## config.mk

```make
export PLATFORM = sky130hd
export DESIGN_NAME = reg_scoreboard_flat
export DESIGN_NICKNAME = d
export VERILOG_FILES = /design/src/rtl/reg_scoreboard_if.sv /design/src/rtl/reg_scoreboard.sv /design/src/flat_wrapper.sv
export SDC_FILE = /design/constraint.sdc
export NUM_CORES = 1
export LEC_CHECK = 0
export ABC_AREA = 1
export CAP_MARGIN = 0
export CORE_ASPECT_RATIO = 1.75
export CORE_MARGIN = 10
export CORE_UTILIZATION = 55
export CTS_BUF_LIST = sky130_fd_sc_hd__clkbuf_8
export CTS_CLUSTER_DIAMETER = 100
export CTS_CLUSTER_SIZE = 8
export DETAILED_ROUTE_END_ITERATION = 16
export GPL_TIMING_DRIVEN = 1
export PLACE_DENSITY = 0.78
export SLEW_MARGIN = 10
export SYNTH_ARGS = -nofsm -noshare
export SYNTH_HDL_FRONTEND = slang
export SYNTH_SLANG_ARGS = --single-unit
export TNS_END_PERCENT = 50
```

## constraint.sdc

```tcl
create_clock -name clk -period 5.15 [get_ports clk]
set_input_delay 0.515 -clock clk [delete_from_list [all_inputs] [get_ports clk]]
set_output_delay 0.515 -clock clk [all_outputs]
set_load 0.01 [all_outputs]
```

## src/rtl/reg_scoreboard_if.sv

```systemverilog
// ---------------------------------------------------------------------------
// reg_scoreboard_if
//   Bundles the decode-side issue/source signals, the writeback and squash
//   retire signals, and the scoreboard status outputs into one interface.
//   master modport: the pipeline (drives issue/retire, observes stall/status)
//   slave  modport: the scoreboard itself
//
//   issue_valid, issue_regwrite, issue_rd   instruction presented at decode
//   rs1_used, rs1, rs2_used, rs2            source registers read by it
//   wb_valid, wb_rd                         write retired at writeback
//   squash_valid, squash_rd                 pending write cancelled by flush
//   stall_o, issue_ack_o                    combinational issue decision
//   busy_mask_o, err_o                      registered status
// ---------------------------------------------------------------------------
interface reg_scoreboard_if #(
    parameter int NREG = 32,
    parameter int AW   = 5
);
    logic            issue_valid;
    logic            issue_regwrite;
    logic [AW-1:0]   issue_rd;
    logic            rs1_used;
    logic [AW-1:0]   rs1;
    logic            rs2_used;
    logic [AW-1:0]   rs2;
    logic            wb_valid;
    logic [AW-1:0]   wb_rd;
    logic            squash_valid;
    logic [AW-1:0]   squash_rd;
    logic            stall_o;
    logic            issue_ack_o;
    logic [NREG-1:0] busy_mask_o;
    logic            err_o;

    modport master (
        output issue_valid, issue_regwrite, issue_rd,
        output rs1_used, rs1, rs2_used, rs2,
        output wb_valid, wb_rd, squash_valid, squash_rd,
        input  stall_o, issue_ack_o, busy_mask_o, err_o
    );

    modport slave (
        input  issue_valid, issue_regwrite, issue_rd,
        input  rs1_used, rs1, rs2_used, rs2,
        input  wb_valid, wb_rd, squash_valid, squash_rd,
        output stall_o, issue_ack_o, busy_mask_o, err_o
    );
endinterface

```

## src/rtl/reg_scoreboard.sv

```systemverilog
// ---------------------------------------------------------------------------
// reg_scoreboard
//   Register scoreboard beside the decoder. Each architectural register has
//   an in-flight write counter: incremented by an accepted issue that writes
//   it, decremented by writeback retire and by squash. Decode stalls while a
//   used source register has pending writes, or while the destination
//   counter is saturated. x0 is never tracked.
//
//   Ports:
//     clk     rising-edge clock
//     rst_n   synchronous active-low reset (clears all counters and err_o)
//     sb      reg_scoreboard_if.slave: issue/source/retire inputs,
//             stall_o / issue_ack_o (combinational), busy_mask_o / err_o
//             (registered; err_o sticky until reset)
//
//   Configuration macro: SB_BYPASS_EN
//     defined   -> a source hazard is suppressed when writeback retires the
//                  last pending write of that register this cycle (and no
//                  squash hits it), since WB forwards the value to decode.
//     undefined -> the hazard holds through the retire cycle.
// ---------------------------------------------------------------------------
module reg_scoreboard #(
    parameter int NREG  = 32,
    parameter int AW    = 5,
    parameter int CNT_W = 2
) (
    input  logic           clk,
    input  logic           rst_n,
    reg_scoreboard_if.slave sb
);
    localparam logic [CNT_W-1:0] CNT_MAX = '1;
    localparam logic [CNT_W-1:0] CNT_ONE = CNT_W'(1);

    logic [CNT_W-1:0] cnt_q [NREG];
    logic [CNT_W-1:0] cnt_d [NREG];
    logic [NREG-1:0]  busy_q, busy_d;
    logic             err_q, err_d;

    logic [NREG-1:0]  fwd;      // source hazard on r hidden by WB forwarding
    logic             hazard;
    logic             full;
    logic             stall;
    logic             ack;

    // ------------------------------------------------------------------
    // Issue decision: purely combinational from current counts and inputs.
    // ------------------------------------------------------------------
    always_comb begin
        // NOTE: every signal gets a default before any conditional logic so
        // no path leaves it unassigned (which would infer a latch).
        fwd = '0;
`ifdef SB_BYPASS_EN
        for (int r = 1; r < NREG; r++) begin
            fwd[r] = sb.wb_valid && (sb.wb_rd == AW'(r)) && (cnt_q[r] == CNT_ONE) &&
                     !(sb.squash_valid && (sb.squash_rd == AW'(r)));
        end
`endif
        hazard = (sb.rs1_used && (sb.rs1 != '0) && (cnt_q[sb.rs1] != '0) && !fwd[sb.rs1]) ||
                 (sb.rs2_used && (sb.rs2 != '0) && (cnt_q[sb.rs2] != '0) && !fwd[sb.rs2]);
        // Forwarding never relieves a saturated destination counter.
        full   = sb.issue_regwrite && (sb.issue_rd != '0) && (cnt_q[sb.issue_rd] == CNT_MAX);
        stall  = sb.issue_valid && (hazard || full);
        ack    = sb.issue_valid && !stall;
    end

    // ------------------------------------------------------------------
    // Counter update: cnt + inc - dec evaluated one bit wider so underflow
    // is detected rather than wrapped; an underflow clamps to 0 and sets err.
    // ------------------------------------------------------------------
    always_comb begin
        logic             inc;
        logic [1:0]       dec;
        logic [CNT_W:0]   sum;
        logic [CNT_W:0]   diff;
        inc    = 1'b0;
        dec    = '0;
        sum    = '0;
        diff   = '0;
        cnt_d  = cnt_q;
        busy_d = '0;
        err_d  = err_q;
        for (int r = 1; r < NREG; r++) begin
            inc  = ack && sb.issue_regwrite && (sb.issue_rd == AW'(r));
            dec  = {1'b0, sb.wb_valid && (sb.wb_rd == AW'(r))} +
                   {1'b0, sb.squash_valid && (sb.squash_rd == AW'(r))};
            sum  = {1'b0, cnt_q[r]} + (CNT_W+1)'(inc);
            diff = sum - (CNT_W+1)'(dec);
            if (sum < (CNT_W+1)'(dec)) begin
                cnt_d[r] = '0;
                err_d    = 1'b1;
            end else begin
                cnt_d[r] = diff[CNT_W-1:0];
            end
            busy_d[r] = (cnt_d[r] != '0);
        end
    end

    always_ff @(posedge clk) begin
        // NOTE: state registers use non-blocking assignments so every flop
        // samples the pre-edge value regardless of statement order.
        if (!rst_n) begin
            // NOTE: the counter array is reset explicitly: a mid-run reset
            // must discard all pending writes, so it cannot be left to
            // power-up contents like a plain data memory.
            for (int r = 0; r < NREG; r++) cnt_q[r] <= '0;
            busy_q <= '0;
            err_q  <= 1'b0;
        end else begin
            cnt_q  <= cnt_d;
            busy_q <= busy_d;
            err_q  <= err_d;
        end
    end

    assign sb.stall_o     = stall;
    assign sb.issue_ack_o = ack;
    assign sb.busy_mask_o = busy_q;
    assign sb.err_o       = err_q;
endmodule

```

## src/flat_wrapper.sv

```systemverilog
// flat-port wrapper written by rule: the top's interface ports become plain ports
module reg_scoreboard_flat 
#(
    parameter int NREG  = 32,
    parameter int AW    = 5,
    parameter int CNT_W = 2
)
  (clk, rst_n, sb_issue_valid, sb_issue_regwrite, sb_issue_rd, sb_rs1_used, sb_rs1, sb_rs2_used, sb_rs2, sb_wb_valid, sb_wb_rd, sb_squash_valid, sb_squash_rd, sb_stall_o, sb_issue_ack_o, sb_busy_mask_o, sb_err_o);
  reg_scoreboard_if #(.NREG(NREG), .AW(AW)) sb_i ();
  input  logic clk;
  input  logic rst_n;
  input wire logic [$bits(sb_i.issue_valid)-1:0] sb_issue_valid;
  input wire logic [$bits(sb_i.issue_regwrite)-1:0] sb_issue_regwrite;
  input wire logic [$bits(sb_i.issue_rd)-1:0] sb_issue_rd;
  input wire logic [$bits(sb_i.rs1_used)-1:0] sb_rs1_used;
  input wire logic [$bits(sb_i.rs1)-1:0] sb_rs1;
  input wire logic [$bits(sb_i.rs2_used)-1:0] sb_rs2_used;
  input wire logic [$bits(sb_i.rs2)-1:0] sb_rs2;
  input wire logic [$bits(sb_i.wb_valid)-1:0] sb_wb_valid;
  input wire logic [$bits(sb_i.wb_rd)-1:0] sb_wb_rd;
  input wire logic [$bits(sb_i.squash_valid)-1:0] sb_squash_valid;
  input wire logic [$bits(sb_i.squash_rd)-1:0] sb_squash_rd;
  output wire logic [$bits(sb_i.stall_o)-1:0] sb_stall_o;
  output wire logic [$bits(sb_i.issue_ack_o)-1:0] sb_issue_ack_o;
  output wire logic [$bits(sb_i.busy_mask_o)-1:0] sb_busy_mask_o;
  output wire logic [$bits(sb_i.err_o)-1:0] sb_err_o;
  assign sb_i.issue_valid = sb_issue_valid;
  assign sb_i.issue_regwrite = sb_issue_regwrite;
  assign sb_i.issue_rd = sb_issue_rd;
  assign sb_i.rs1_used = sb_rs1_used;
  assign sb_i.rs1 = sb_rs1;
  assign sb_i.rs2_used = sb_rs2_used;
  assign sb_i.rs2 = sb_rs2;
  assign sb_i.wb_valid = sb_wb_valid;
  assign sb_i.wb_rd = sb_wb_rd;
  assign sb_i.squash_valid = sb_squash_valid;
  assign sb_i.squash_rd = sb_squash_rd;
  assign sb_stall_o = sb_i.stall_o;
  assign sb_issue_ack_o = sb_i.issue_ack_o;
  assign sb_busy_mask_o = sb_i.busy_mask_o;
  assign sb_err_o = sb_i.err_o;
  reg_scoreboard #(.NREG(NREG), .AW(AW), .CNT_W(CNT_W)) u_core (.clk(clk), .rst_n(rst_n), .sb(sb_i));
endmodule
```

* Word level (Yosys, flattened, before mapping)
Memory sizes are Yosys's and may differ from the RTL's.
Index checks and enable logic that the tools add are counted.
** Storage, ports and cells
- Memory bits (read-only) :: 64
- Memories kept :: 2
- Word-level logic and storage cells :: 481
- Input bits :: 33
- Register bits :: 95
- Output and inout port bits :: 35
** Cells by class
- Add/sub/neg operators :: 93
- Magnitude comparators :: 36
- Bitwise logic cells :: 3
- Muxes and demuxes :: 73
- Equality and inequality tests :: 94
- Reduce and logical (&&, ||, !) cells :: 146
** Memories
- (no name shown) :: words 32, bits a word 1, read ports 1, clocked after Yosys merged registers in 0, wr ports 0, line reg_scoreboard.sv:58 : hazard = (sb.rs1_used && (sb.rs1 != '0) && (cnt_q[sb.rs1] != '0) && !fwd[sb.rs1]) ||
- (no name shown) :: words 32, bits a word 1, read ports 1, clocked after Yosys merged registers in 0, wr ports 0, line reg_scoreboard.sv:59 : (sb.rs2_used && (sb.rs2 != '0) && (cnt_q[sb.rs2] != '0) && !fwd[sb.rs2]);
** Operator list (count)
- == test 5 bit, second input constant :: 48
- == test 5 x 4 -> 1 bit, second input constant :: 24
- logical AND 1 bit :: 104
- adder 2 x 1 -> 3 bit :: 31
- < comparator 3 x 2 -> 1 bit :: 31
- two-way mux 2 bit :: 37
- nonzero test 2 bit :: 33
- adder 1 x 1 -> 2 bit :: 31
- subtractor 2 bit :: 31
- == test 5 x 3 -> 1 bit, second input constant :: 12
- two-way mux 1 bit :: 33
- nonzero test 31 bit :: 1
- binary-select mux 2 bit (select 5 bit) :: 3
- == test 5 x 2 -> 1 bit, second input constant :: 6
- >= comparator 6 bit, second input constant :: 3
- inverter 5 -> 6 bit :: 3
- == test 5 x 1 -> 1 bit, second input constant :: 3
- nonzero test 5 bit :: 3
- < comparator 5 x 6 -> 1 bit, second input constant :: 2
- logical NOT 1 bit :: 3
- == test 2 bit, second input constant :: 1
- logical OR 1 bit :: 2

* Depth between registers and ports, before layout
Gate-level depths: netlist (run 1).
- Depth in word-level cells :: 47
- Mapped depth :: 30
- Depth with buffers taken out :: 27

* Worst setup path after synthesis (run 1)
Ideal clock, no wire load.
- Path kind :: input to register
- Start :: input sb_issue_rd[0]
- End :: register u_core.err_q, in the netlist u_core.sb.err_o
- Arrival :: 3.435 ns
- Path buffers :: 3
- Path slack :: 1.583 ns
- Setup time :: 0.132 ns
- Stages :: 25
- Cells stage by stage :: buf_2 > buf_6 > nand2_1 > inv_2 > nand2_1 > nand3_1 > nand2_1 > nand2_1 > nor2_1 > nor2_1 > nor2_1 > nor2_1 > nor2_2 > nand2_2 > buf_4 > nor2_1 > ha_1 > inv_1 > fa_1 > nor2_1 > inv_1 > o21ai_0 > nand4_1 > nor4_1 > a21oi_1
** Between the ends
- Word-level cells in the longest chain between the ends :: 44
** Ends and longest elaborated chain
- start: declaration :: line flat_wrapper.sv:14 : input wire logic [$bits(sb_i.issue_rd)-1:0] sb_issue_rd;
- inverter 5 -> 6 bit (not written as such) :: line reg_scoreboard.sv:61 : full = sb.issue_regwrite && (sb.issue_rd != '0) && (cnt_q[sb.issue_rd] == CNT_MAX);
- binary-select mux 2 bit (select 5 bit) :: line reg_scoreboard.sv:61
- two-way mux 2 bit (not written as such) (2 in series) :: line reg_scoreboard.sv:61
- == test 2 bit :: line reg_scoreboard.sv:61
- logical AND 1 bit :: line reg_scoreboard.sv:61
- logical OR 1 bit :: line reg_scoreboard.sv:62 : stall = sb.issue_valid && (hazard || full);
- logical AND 1 bit :: line reg_scoreboard.sv:62
- logical NOT 1 bit :: line reg_scoreboard.sv:63 : ack = sb.issue_valid && !stall;
- logical AND 1 bit :: line reg_scoreboard.sv:63
- logical AND 1 bit (2 in series) :: line reg_scoreboard.sv:83 : inc = ack && sb.issue_regwrite && (sb.issue_rd == AW'(r));
- adder 2 x 1 -> 3 bit :: line reg_scoreboard.sv:86 : sum = {1'b0, cnt_q[r]} + (CNT_W+1)'(inc);
- < comparator 3 x 2 -> 1 bit :: line reg_scoreboard.sv:88 : if (sum < (CNT_W+1)'(dec)) begin
- two-way mux 1 bit (30 in series) :: line reg_scoreboard.sv:88
- end signal: assignment :: line reg_scoreboard.sv:111 : err_q <= err_d;
- end: declaration :: line reg_scoreboard.sv:37 : logic err_q, err_d;
Several ways; a longest one is shown, not always the timed one. The select of a mux whose other input is x is not followed.
A chain may end at the register's enable or synchronous reset.

* Worst setup path in the final report (run 1)
- Start :: input sb_rs2[0]
- End :: register u_core.err_q, in the netlist u_core.sb.err_o
** Between the ends
- Word-level cells in the longest chain between the ends :: 46
** Ends and longest elaborated chain
- start: declaration :: line flat_wrapper.sv:18 : input wire logic [$bits(sb_i.rs2)-1:0] sb_rs2;
- inverter 5 -> 6 bit (not written as such) :: line reg_scoreboard.sv:59
- binary-select mux 2 bit (select 5 bit) :: line reg_scoreboard.sv:59
- two-way mux 2 bit (not written as such) (2 in series) :: line reg_scoreboard.sv:59
- nonzero test 2 bit :: line reg_scoreboard.sv:59
- logical AND 1 bit :: line reg_scoreboard.sv:59
- logical AND 1 bit (*) :: line reg_scoreboard.sv:59
- logical OR 1 bit (*) :: line reg_scoreboard.sv:58
- logical OR 1 bit (*) :: line reg_scoreboard.sv:62
- logical AND 1 bit (*) :: line reg_scoreboard.sv:62
- logical NOT 1 bit (*) :: line reg_scoreboard.sv:63
- logical AND 1 bit (*) :: line reg_scoreboard.sv:63
- logical AND 1 bit (*) :: line reg_scoreboard.sv:83
- logical AND 1 bit :: line reg_scoreboard.sv:83
- adder 2 x 1 -> 3 bit :: line reg_scoreboard.sv:86
- < comparator 3 x 2 -> 1 bit :: line reg_scoreboard.sv:88
- two-way mux 1 bit (30 in series) :: line reg_scoreboard.sv:88
Mark *: on every way between the ends. The rest lies on a longest branch, timed or not. The select of a mux whose other input is x is not followed.

==> results of run 1 <==
-- worst min-delay path, delay by kind of cell (launching register included) --
kind	cells	cell delay, ns
flip-flops	1	0.34
adder cells (fa/ha/maj)	1	0.15
AND/OR/NAND/NOR	2	0.15
AO/OA/AOI/OAI	1	0.13
-- registers in the layout (all words and copies together) (netlist names) --
name / cells
u_core.sb.busy_mask_o: 31
u_core.cnt_q: 62
u_core.sb.err_o: 1
-- cells in the mapped netlist, drive strengths merged --
cell type	instances
or2	13
buf	17
a21oi	42
o21a	9
xor2	13
o31a	3
fa	31
nand4	8
nand2	262
nor4	2
nor2	249
a31oi	1
conb	1
nand3	95
clkinv	1
nor3	4
inv	210
clkbuf	14
o41ai	1
o21ai	23
dfxtp	94
a21boi	1
ha	124
o211ai	2
o31ai	10
-- cell families after synthesis --
kind of cell | after synthesis | synth area share (%)
compound gates | 92 | 6.46
xor+xnor | 13 | 1.38
fa+ha+maj | 155 | 26.4
buf+inv | 242 | 11.4
flops | 94 | 22.9
other cells | 1 | 0.0456
simple gates | 633 | 31.4
-- per-stage QoR --
stage               cells  utilization, %  power (uW)  hold slack (ns)
floorplan            1230               -         998            0.648
CTS                  1487            63.3        1650            0.818
detailed placement   1471            62.0        1160            0.800
finish               1487            63.3        1640            0.814
global placement     1471            62.0        1160            0.776
global route         1487            63.3        1710            0.846
-- layer usage --
layer | up-vias | wire length, microns | global-route usage [%]
met5 | - | 0 | 0
met4 | 0 | 2190 | 19.4
met3 | 110 | 1600 | 4.52
li1 | 3940 | - | -
met1 | 3725 | 9780 | 27.6
met2 | 304 | 13200 | 45.2
-- power by group through the flow --
stage	clock, uW	sequential, uW	combinational, uW
global route	521	778	415
floorplan	0	791	207
detailed placement	0	792	371
finish	486	776	377
global placement	0	792	368
CTS	496	776	373
-- cell type report --
cell class	instances	area share [%]
Inverter	211	8.48
Clock inverter	5	0.375
Clock buffer	11	1.62
Timing Repair Buffer	89	9.06
Multi-Input combinational cell	894	57.9
Sequential cell	94	20.1
Tap cell	183	2.45
-- path summary, 6_finish.rpt --
path	start	to	slack, ns	cells past startpoint
max	sb_rs2[0]	u_core.sb.err_o	0.42	23
min	u_core.cnt_q[3]	u_core.cnt_q[2]	0.81	4
max reg2reg	u_core.cnt_q[37]	u_core.sb.err_o	0.84	22
min reg2reg	u_core.cnt_q[3]	u_core.cnt_q[2]	0.81	4
==> qor.yml, run 1 <==
layout_setup_ws_ns: 0.424
antenna_found_initial: 0
io_buffers: 66
clk_pin_slew_ns: 0.09
setup-violations-final: 0
internal-power_uw: 1100
ys_ff_latch: 94
avgSynthCellArea_sq_um: 6.69
numCtsBuffers: 9
worstPathArrival_ns: 4.94
fin_crit_ns: 4.73
grt_pass1_wl_mm: 42.7
track_usage_pct: 26.2
tightestPinTransition_ns: 0.924
die-area_sq_um: 20400
coreArea_sq_um: 14800
pre_cts_ws_ns: 0.0908
cp-end-kind: "flop"
area_delta_synth_final_pct: 13.5
power_frac_seq_pct: 47.4
ys_top_cells_by_area: "dfxtp_1 (23%), ha_1 (19%), nand2_1 (12%)"
power.switching_uw: 541
crit_path_start_kind: "input pin"
power_density_nw_per_um2: 176
crit_path_top_delay_cell: "o31ai_1"
max_freq_ghz: 0.212
vdd.ir_drop.worst_v: 0.000114
syn_inst: 1230
overflow: 0
status: "complete, no violations"
vias: 8079
crit_family: "simple AND/OR/NAND/NOR gates"
rsz0062_at_grt: "false"
hold_violations: 0
clock_skew_ns: 0.0178
layout_common_cells: "nand2_1 (261), nor2_1 (246), inv_1 (206)"
fin_setup_tns_ns: 0
fp.dieW_microns: 112
dieHeight_microns: 182
placed_cell_area_sq_um: 9150
finalNetCount: 1487
p_comb_share_pct: 23.0
clockBufferDepth: 2
crit_top_cell: "nand2_1"
rows: 59
synth_top_area_share_pct: 22.9
yosysWarnings: 0
syn-cell-area_sq_um: 8230
grt_pass1_vias: 8305
relSlewSlack_pct: 38.4
ant_nets: 0
start_util_pct: 55.7
detail_route.vias_per_cell: 5.43
multiInputGateArea_sq_um: 5400
drc: 0
min_period_over_period_pct: 91.8
synth_nets: 1418
cts_resized: 0
hp-class: "flop to flop"
cts_tree: "yes"
ff_latch_area_sq_um: 1880
htreeDepth: 3
postCtsSetupBuffers: 0
drt_first_pass_iters: 5
drv_cap: 0
gp_congestion: 1.02
critPathRequiredTime_ns: 5.37
grt_max_degree: 56
worstSkewPairLatency_ns: 0.39
synth_top_area_cell: "dfxtp_1"
hpwlAfterDp_mm: 22.4
postCtsHoldBufs: 0
wl_per_cell_microns: 18.0
power_leakage_uw: 0.00477
first_iter_violations: 545
finalWirelength_mm: 26.8
fill_cells: 1411
cp_slowest_stage_delay_ns: 0.61
report.final.slew_viol_count: 0
clock_sinks: 94
final_common_cell: "nand2_1"
power.share.clock_pct: 29.7
drive_above_1_share_pct: 4.68
ys_seq_area_share_pct: 22.9
switching_share_pct: 33.0
cts-root-buf: "clkbuf_8"
synth_cell_types: 34
path_buf_inv: 4
crit_chain: "clkdlybuf4s50_1 -> nor2_1 -> nand3_1 -> nand2_1 -> nor2_1 -> nand2_1 -> nand2_1 -> nand2_1 -> nand3_1 -> nand3_1 -> nand2_1 -> nor2_2 -> nand3_2 -> buf_4 -> nor2_1 -> ha_1 -> inv_1 -> fa_1 -> o31ai_1 -> nand4_1 -> nor4_1 -> buf_4 -> a21oi_1"
antennaDiodeCount: 0
fin_area_sq_um: 9340
crit_type: "input pin to flop"
cp_max_fo: 15
pin_count: 68
Power figures use the tool's default switching activity.
==> inputs of run 2 (changes only) <==
--- a/config.mk
+++ b/config.mk
@@ -5,17 +5,17 @@
 export SDC_FILE = /design/constraint.sdc
 export NUM_CORES = 1
 export LEC_CHECK = 0
-export ABC_AREA = 1
+export ABC_AREA = 0
 export CAP_MARGIN = 0
 export CORE_ASPECT_RATIO = 1.75
 export CORE_MARGIN = 10
-export CORE_UTILIZATION = 55
+export CORE_UTILIZATION = 60
 export CTS_BUF_LIST = sky130_fd_sc_hd__clkbuf_8
 export CTS_CLUSTER_DIAMETER = 100
 export CTS_CLUSTER_SIZE = 8
 export DETAILED_ROUTE_END_ITERATION = 16
 export GPL_TIMING_DRIVEN = 1
-export PLACE_DENSITY = 0.78
+export PLACE_DENSITY = 0.85
 export SLEW_MARGIN = 10
 export SYNTH_ARGS = -nofsm -noshare
 export SYNTH_HDL_FRONTEND = slang
==> qor.yml, run 2 <==
rsz0062_at_grt: "false"
synth_nets: 1049  # -26%
crit_top_cell: "buf_4"
crit_chain: "clkdlybuf4s50_1 -> nand2_1 -> a211oi_1 -> o41ai_1 -> buf_4 -> o21ai_0 -> nor4bb_1 -> a2111o_1 -> buf_12 -> buf_4 -> nor4_1 -> ha_1 -> inv_1 -> fa_1 -> o31ai_1 -> nand4_1 -> nor4_2 -> a21boi_0"
pin_count: 68  # unchanged
synthFlopType: "dfxtp_1"
synthTopCellsByCount: "ha_1 (124), inv_1 (98), dfxtp_1 (94)"
clock_sinks: 94  # unchanged
cts-root-buf: "clkbuf_8"
status: "complete, no violations"
largest_reg_flops: 62  # unchanged
rows: 54  # -8.5%
cp-end-kind: "flop"
dieHeight_microns: 169  # -7.0%
fin_util_pct: 75.7  # +12 points
drc: 0  # unchanged
wl_per_cell_microns: 20.9  # +16%
critPathRequiredTime_ns: 5.42  # +0.05 ns
hpwlAfterDp_mm: 20.3  # -9.5%
crit_type: "input pin to flop"
syn_inst: 861  # -30%
tightestPinTransition_ns: 0.711  # -0.213 ns
grt_pass1_vias: 7684  # -7.5%
track_usage_pct: 28.3  # +2.1 points
clk_pin_slew_ns: 0.11  # +0.02 ns
synth_top_area_cell: "dfxtp_1"
min_period_over_period_pct: 94.5  # +2.7 points
io_buffers: 66  # unchanged
relSlewSlack_pct: 51.4  # +13 points
crit_path_start_kind: "input pin"
fp.dieW_microns: 105  # -6.5%
ant_nets: 0  # unchanged
gp_congestion: 1.02  # -0.48%
final_common_cell: "ha_1"
die-area_sq_um: 17800  # -13%
overflow: 0  # unchanged
ys_top_cells_by_area: "dfxtp_1 (25%), ha_1 (20%), fa_1 (8.1%)"
report.final.slew_viol_count: 0  # unchanged
area_delta_synth_final_pct: 23.5
start_util_pct: 61.3  # +5.6 points
synth_enable_flop_cells: 0  # unchanged
setup-violations-final: 0  # unchanged
async_flop_share_pct: 0  # unchanged
ys_ff_latch: 94  # unchanged
cp_max_fo: 25  # +10
antenna_found_initial: 0  # unchanged
crit_family: "compound AO/OA/AOI/OAI gates"
synth_cell_types: 49  # +44%
fin_crit_ns: 4.87  # +0.142 ns
cp_slowest_stage_delay_ns: 0.58  # -0.03 ns
detail_route.vias_per_cell: 6.08  # +12%
numCtsBuffers: 9  # unchanged
htreeDepth: 3  # unchanged
first_iter_violations: 525  # -3.7%
syn-cell-area_sq_um: 7620  # -7.4%
synth_top_area_share_pct: 24.7  # +1.8 points
finalWirelength_mm: 24.9  # -7.2%
crit_path_top_delay_cell: "clkdlybuf4s50_1"
max_freq_ghz: 0.205  # -2.9%
worstPathArrival_ns: 5.14  # +0.20 ns
clockBufferDepth: 2  # unchanged
hold_violations: 0  # unchanged
ys_seq_area_share_pct: 24.7  # +1.8 points
power_density_nw_per_um2: 161  # -8.2%
power_leakage_uw: 0.00426  # -11%
drv_cap: 0  # unchanged
avgSynthCellArea_sq_um: 8.85  # +32%
layout_common_cells: "ha_1 (124), buf_4 (112), inv_1 (99)"
drive_above_1_share_pct: 17.5  # +13 points
worstSkewPairLatency_ns: 0.39  # about the same
path_buf_inv: 5  # +1
antennaDiodeCount: 0  # unchanged
vdd.ir_drop.worst_v: 0.000124  # +9.0%
vias: 7242  # -10%
clock_skew_ns: 0.0160  # -0.00176 ns
holdWs_ns: 0.750  # -0.0638 ns
coreArea_sq_um: 12400  # -16%
drt_first_pass_iters: 8  # +3
top_register: "u_core.cnt_q"
yosysMostFrequentCell: "ha_1"
finalNetCount: 1207  # -19%
yosysWarnings: 0  # unchanged
cts_tree: "yes"
hp-class: "flop to flop"
grt_max_degree: 64  # +14%
grt_pass1_wl_mm: 39.7  # -6.9%
==> run 2: logic make-up after synthesis <==
logic type,count (synthesis),synth area share (%)
DFF,94,24.7
adders and majority gates,155,28.5
AOI/OAI and AO/OA,100,9.18
muxes,12,3.10
buffers and inverters,131,6.95
xor gates and xnor gates,31,3.56
and+or+nand+nor,337,23.9
other,1,0.0492
==> run 2: what timing repair did <==
action	4_1_cts	5_1_grt
endpoints found under the hold margin	0	0
hold buffers	0	0
endpoints found under the setup margin	0	1
setup buffers	0	0
gates resized for setup	0	6
==> run 2: worst paths after layout <==
path                    startpoint                to  slack [ns]  cells past startpoint
setup / recovery         sb_rs1[1]   u_core.sb.err_o        0.28                     18
hold / removal    u_core.cnt_q[17]  u_core.cnt_q[17]        0.75                      3
setup reg to reg  u_core.cnt_q[36]   u_core.sb.err_o        0.62                     17
hold reg to reg   u_core.cnt_q[17]  u_core.cnt_q[17]        0.75                      3
==> run 2: cell type report <==
| class | count | area (sq um) |
|---|---|---|
| fill | 934 | 3020 |
| multi-input combinational | 636 | 5230 |
| clock inverter | 6 | 38.8 |
| tap | 168 | 210 |
| inverter | 98 | 368 |
| sequential | 94 | 1880 |
| clock buffer | 10 | 138 |
| timing repair buffer | 180 | 1540 |
==> run 2: metal layers <==
metal / global-route usage [%] / wire length [microns] / vias to the layer above
met2: 51.0 / 12900 / 369
li1: - / - / 3290
met3: 4.22 / 1540 / 144
met1: 27.9 / 8300 / 3439
met5: 0 / 0 / -
met4: 22.8 / 2170 / 0
==> run 2: report_power, final <==
part | internal, uW | leakage [uW] | switching (uW)
Clock | 187 | 0.0000934 | 285
Sequential | 742 | 0.000760 | 13.4
Combinational | 131 | 0.00340 | 157
==> run 2: stage by stage <==
stage	TNS (ns)	instance area (sq um)	power [uW]	worst slack [ns]	std cells
floorplan	0	7620	921	0.762	861
global placement	-0.191	9210	1050	-0.191	1176
detailed placement	-0.259	9210	1050	-0.259	1176
CTS	0	9390	1510	0.106	1192
global route	0	9410	1560	0.00490	1192
finish	0	9410	1520	0.282	1192
==> run 2: worst register-to-register path: stages (launching register included) <==
cell and delay [ns]:
dfxtp_1 0.37, nor2_1 0.15, a2111oi_0 0.13, o41ai_1 0.55, buf_4 0.19, o21ai_0 0.06
nor4bb_1 0.17, a2111o_1 0.37, buf_12 0.19, buf_4 0.16, nor4_1 0.33, ha_1 0.25
inv_1 0.06, fa_1 0.47, o31ai_1 0.33, nand4_1 0.21, nor4_2 0.32, a21boi_0 0.12
